**config.mk**
```make
export PLATFORM = sky130hd
export DESIGN_NAME = ysyx_rf_sb
export DESIGN_NICKNAME = d
export VERILOG_FILES = /design/src/rtl/ysyx_pkg.sv /design/src/rtl/ysyx_sb_cnt.sv /design/src/rtl/ysyx_rf_sb.sv
export SDC_FILE = /design/constraint.sdc
export NUM_CORES = 2
export LEC_CHECK = 0
export ABC_AREA = 1
export BUFFER_PORTS_ARGS = -buffer_cell sky130_fd_sc_hd__buf_4
export CAP_MARGIN = 20
export CORE_MARGIN = 3
export CORE_UTILIZATION = 55
export DETAILED_ROUTE_END_ITERATION = 6
export PLACE_DENSITY = 0.72
export SLEW_MARGIN = 25
export SYNTH_ARGS = -nofsm -noshare
export SYNTH_HDL_FRONTEND = slang
export SYNTH_SLANG_ARGS = --single-unit
```
**constraint.sdc**
```tcl
create_clock -name clk -period 33 [get_ports clk]
set_input_delay 6.6 -clock clk [delete_from_list [all_inputs] [get_ports clk]]
set_output_delay 6.6 -clock clk [all_outputs]
set_load 0.01 [all_outputs]
```
**src/rtl/ysyx_pkg.sv**
```systemverilog
// Shared constants for the RV32E register file and its pending-write scoreboard.
package ysyx_pkg;
  localparam int                    REG_IDX_W  = 4;
  localparam int                    NR_REG_DEF = 16;
  localparam logic [REG_IDX_W-1:0]  X0_IDX     = '0;
endpackage

```
**src/rtl/ysyx_sb_cnt.sv**
```systemverilog
// One scoreboard slot: saturating up/down counter of in-flight writes to a register,
// with a synchronous clear used by pipeline flush.
module ysyx_sb_cnt #(
  parameter int CNT_W = 2
) (
  input  logic clk,
  input  logic rst,
  input  logic inc_i,
  input  logic dec_i,
  input  logic clr_i,
  output logic busy_o,
  output logic full_o
);
  logic [CNT_W-1:0] cnt_q, cnt_d;
  logic             inc_eff, dec_eff;

  assign busy_o  = (cnt_q != '0);
  assign full_o  = (cnt_q == '1);
  // A writeback with nothing in flight must not underflow; a full counter only
  // accepts an issue when a writeback frees a slot in the same cycle.
  assign dec_eff = dec_i & busy_o;
  assign inc_eff = inc_i & (~full_o | dec_eff);

  // NOTE: every always_comb output gets a default first so no path leaves it unassigned (no latch).
  always_comb begin
    cnt_d = cnt_q;
    if (clr_i)                   cnt_d = '0;
    else if (inc_eff && !dec_eff) cnt_d = cnt_q + CNT_W'(1);
    else if (dec_eff && !inc_eff) cnt_d = cnt_q - CNT_W'(1);
  end

  // NOTE: state registers use non-blocking assignments so all flops update together at the edge.
  always_ff @(posedge clk or posedge rst) begin
    if (rst) cnt_q <= '0;
    else     cnt_q <= cnt_d;
  end
endmodule

```
**src/rtl/ysyx_rf_sb.sv**
```systemverilog
// Register file with writeback bypass plus per-register pending-write scoreboard
// feeding decode's hazard check (rf_table) and issue back-pressure (issue_ready).
module ysyx_rf_sb
  import ysyx_pkg::*;
#(
  parameter int BIT_W  = 32,
  parameter int NR_REG = NR_REG_DEF,
  parameter int CNT_W  = 2
) (
  input  logic                 clk,
  input  logic                 rst,
  input  logic [REG_IDX_W-1:0] rs1,
  input  logic [REG_IDX_W-1:0] rs2,
  output logic [BIT_W-1:0]     rdata1,
  output logic [BIT_W-1:0]     rdata2,
  input  logic                 issue_valid,
  input  logic                 issue_wen,
  input  logic [REG_IDX_W-1:0] issue_rd,
  output logic                 issue_ready,
  input  logic                 wb_valid,
  input  logic                 wb_wen,
  input  logic [REG_IDX_W-1:0] wb_rd,
  input  logic [BIT_W-1:0]     wb_data,
  input  logic                 flush,
  output logic [NR_REG-1:0]    rf_table
);
  logic [BIT_W-1:0]  regs_q [NR_REG];
  logic [NR_REG-1:0] busy_vec, full_vec, inc_vec, dec_vec;
  logic              wb_we;

  assign wb_we = wb_valid & wb_wen;

  // NOTE: the data array is reset because a reset must discard all architectural state at once.
  always_ff @(posedge clk or posedge rst) begin
    if (rst) begin
      for (int i = 0; i < NR_REG; i++) regs_q[i] <= '0;
    end else if (wb_we && wb_rd != X0_IDX) begin
      regs_q[wb_rd] <= wb_data;
    end
  end

  always_comb begin
    rdata1 = '0;
    rdata2 = '0;
    if (rs1 != X0_IDX) rdata1 = (wb_we && wb_rd == rs1) ? wb_data : regs_q[rs1];
    if (rs2 != X0_IDX) rdata2 = (wb_we && wb_rd == rs2) ? wb_data : regs_q[rs2];
  end

  // x0 never has a counter; its slot is tied idle.
  assign busy_vec[0] = 1'b0;
  assign full_vec[0] = 1'b0;
  assign inc_vec[0]  = 1'b0;
  assign dec_vec[0]  = 1'b0;

  for (genvar i = 1; i < NR_REG; i++) begin : g_cnt
    assign inc_vec[i] = issue_valid & issue_wen & issue_ready & (issue_rd == REG_IDX_W'(i));
    assign dec_vec[i] = wb_we & (wb_rd == REG_IDX_W'(i)) & busy_vec[i];

    ysyx_sb_cnt #(.CNT_W(CNT_W)) u_cnt (
      .clk    (clk),
      .rst    (rst),
      .inc_i  (inc_vec[i]),
      .dec_i  (dec_vec[i]),
      .clr_i  (flush),
      .busy_o (busy_vec[i]),
      .full_o (full_vec[i])
    );
  end

  assign rf_table    = busy_vec;
  assign issue_ready = !(issue_wen && issue_rd != X0_IDX && full_vec[issue_rd] && !dec_vec[issue_rd]);
endmodule

```
==> results.py <==
metrics = {
    "yosys": {
        "ys_types": 36,
        "ys_top_cells_by_area": "dfrtp_1, o21ai_0, nand2_1",
        "yosysSeqAreaShare": 0.439,
        "synth_top_cell_by_area": "dfrtp_1",
        "syn_nets": 4327,
        "async_reset_ff_frac": 1.00,
        "synth_common_cells": "o21ai_0, nand2_1, dfrtp_1",
        "ys_seq_elements": 542,
        "netlist_area_um2": 30900,
        "synth_top_area_frac": 0.439,
        "synth.most_common_cell": "o21ai_0",
        "synth-edff-count": 0,
        "yosys_warnings": 0,
        "synth_cells": 4272,
        "synth.avg_cell_area_um2": 7.24,
        "ys.flop_type": "dfrtp_1",
    },
    "setup_path": {
        "arrival_ns": 10.68,
        "cp-startpoint": "rs1[0]",
        "cp.depth": 12,
        "critPathRequiredTime_ns": 26.40,
        "regToRegEndpoint": "g_cnt[12].u_cnt.cnt_q[0]$_DFFE_PP0P_",
        "slowest_delay_ns": 0.69,
        "worst_path_max_delay_cell": "clkinv_2",
        "cp_cell_sequence": "buf_8, buf_12, clkinv_2, buf_4, a21oi_1, o21ai_0, o211ai_1, nand2_1, nand2_1, a211oi_1, a211oi_1, buf_4",
        "critical_path.max_fanout": 154,
        "worstSetupStartpointType": "input port",
        "crit_type": "input port to output port",
        "worstRegToRegCells": 13,
        "path_delay_family": "buffers and inverters",
        "reg2reg_slack_ns": 30.79,
        "endpoint_kind": "output port",
        "r2r_start": "g_cnt[7].u_cnt.cnt_q[1]$_DFFE_PP0P_",
        "crit_path_end": "rdata1[1]",
        "path_buf_inv": 5,
    },
    "cells_and_area": {
        "drive_gt1_frac": 0.0871,
        "multiInputGateArea_um2": 14300,
        "final_util": 0.613,
        "seq_area_um2": 13600,
        "fin_nets": 4175,
        "fill_cells": 5137,
        "area_growth_pct": 9.69,
    },
    "clock_network": {
        "cts_setup_buffers": 0,
        "clkLatencyLatePin_ns": 0.64,
        "cts_buffers": 59,
        "cts_buffer_depth": 3,
        "cts_resized": 0,
        "htree_num_levels": 2,
        "root_buffer": "clkbuf_16",
        "cts_tree": "built",
        "clkTransAtPathRegs_ns": 0.06,
        "ctsHoldBuffers": 0,
        "clock-sinks": 542,
    },
    "sta": {
        "period_needed_ns": 17.28,
        "rsz0062_at_grt": "false",
        "maxSlewHeadroom": 0.268,
        "max_freq_mhz": 57.9,
        "fin_skew_ns": 0.0162,
        "finalSetupTns_ns": 0,
        "setup_viol": 0,
        "report.final.slew_viol_count": 0,
        "fin_ws_ns": 15.72,
        "hold_viol_final": 0,
        "tightest_slew_ns": 1.08,
        "min_period_over_period": 0.524,
    },
    "routing": {
        "ant_nets": 0,
        "avgViaCountPerCell": 6.20,
        "drtPass1Iterations": 7,
        "vias": 30600,
        "drt-initial-drc-count": 4182,
        "wl_per_cell_um": 22.7,
        "wl_um": 112000,
        "remaining_drc_errors": 1,
    },
    "grt": {
        "grt_max_degree": 186,
        "globalRouteOverflowTotal": 0,
        "grt_pass1_vias": 28000,
        "grt_usage": 0.372,
        "antenna_found_initial": 7,
        "grt_pass1_wl_um": 170000,
    },
    "min_path": {
        "hold_class": "register to register",
        "hp-start": "regs_q[503]$_DFFE_PP0P_",
    },
    "power": {
        "total_power_mw": 2.00,
        "peakVddDrop_mv": 0.0484,
        "leakage_nw": 15.2,
        "p_per_area_nw_per_um2": 58.9,
    },
    "placed_design": {
        "hpwl_um": 64900,
        "portBuffers": 134,
        "routabilityCongestion": 0.940,
        "pre_cts_slack_ns": 15.85,
    },
    "flow_run": {
        "max_cap_violations": 0,
    },
    "die": {
        "io_pins": 136,
        "initial_utilization": 0.559,
        "die-area_um2": 59100,
        "core_um2": 55300,
        "die_h_um": 243,
        "die_w_um": 243,
        "rows": 86,
    },
    "status": {
        "run_status": "complete, but fails checks",
        "violations": "DRC",
    },
}
==> metal layers <==
metal  wire [um]  track usage  share of wire
met1       44200        0.514           0.40
met2       47200        0.549           0.42
met3       15000        0.101           0.13
met4        5320        0.165          0.048
met5          22            0        0.00020
==> stage by stage <==
| step | std cells | hold WS, ns | instance area [um^2] |
|---|---|---|---|
| after floorplan | 4272 | 0.429 | 30900 |
| after global placement | 4806 | 0.365 | 31800 |
| after detailed placement | 4806 | 0.366 | 31800 |
| after CTS | 4917 | 0.379 | 33900 |
| after global routing | 4920 | 0.390 | 33900 |
| final | 4927 | 0.376 | 33900 |
==> worst reg2reg max path: cells and delay by family, from the launching register on <==
| family | cells | cell delay [ns] |
|---|---|---|
| compound gates | 1 | 0.10 |
| simple gates | 12 | 1.63 |
| flops | 1 | 0.37 |
==> cell type report <==
cell class,instances,area share
Multi-Input combinational cell,2921,0.422
Sequential cell,542,0.400
Clock buffer,77,0.0488
Inverter,406,0.0452
Timing Repair Buffer,190,0.0440
Tap cell,748,0.0276
Clock inverter,34,0.0120
Antenna cell,9,0.000664
==> report_power, final <==
group	switching, mW	total [mW]	internal, mW	leakage [nW]
combinational	0.279	0.423	0.144	7.53
clock	0.293	0.709	0.416	1.02
sequential	0.0714	0.865	0.793	6.68
total	0.643	2.00	1.35	15.2
==> how the worst min path moves through the flow <==
| stage | slack [ns] | endpoint | cells after the start |
|---|---|---|---|
| after floorplan | 0.43 | regs_q[482]$_DFFE_PP0P_ | 1 |
| after global placement | 0.37 | regs_q[501]$_DFFE_PP0P_ | 0 |
| after detailed placement | 0.37 | regs_q[506]$_DFFE_PP0P_ | 0 |
| after CTS | 0.38 | regs_q[503]$_DFFE_PP0P_ | 0 |
| after global routing | 0.39 | regs_q[489]$_DFFE_PP0P_ | 0 |
| final | 0.38 | regs_q[503]$_DFFE_PP0P_ | 0 |
==> state kept, by name, indices dropped and copies added, names as in the netlist <==
signal             cells
g_cnt.u_cnt.cnt_q     30
regs_q               512
==> kinds of logic (layout without fill, tap and decap cells) <==
group / after synthesis / count (layout) / share of synthesized area
AO/OA/AOI/OAI: 1587 / 1587 / 0.282
buffers and inverters: 809 / 707 / 0.101
flip-flops: 542 / 542 / 0.439
other: 1 / 10 / 0.000121
AND/OR/NAND/NOR: 1333 / 1333 / 0.178
==> layout by cell type (no fill, tap or decap), types with 24 or more instances in the layout <==
cell,n
nor2_1,172
nand2_1,918
nand3_1,176
a21oi_1,282
a211oi_1,36
inv_2,24
buf_4,182
inv_1,375
dfrtp_1,542
o211ai_1,120
o21ai_0,1007
a41oi_1,46
clkbuf_16,60
Note: power is estimated with default switching activity, not from simulation.
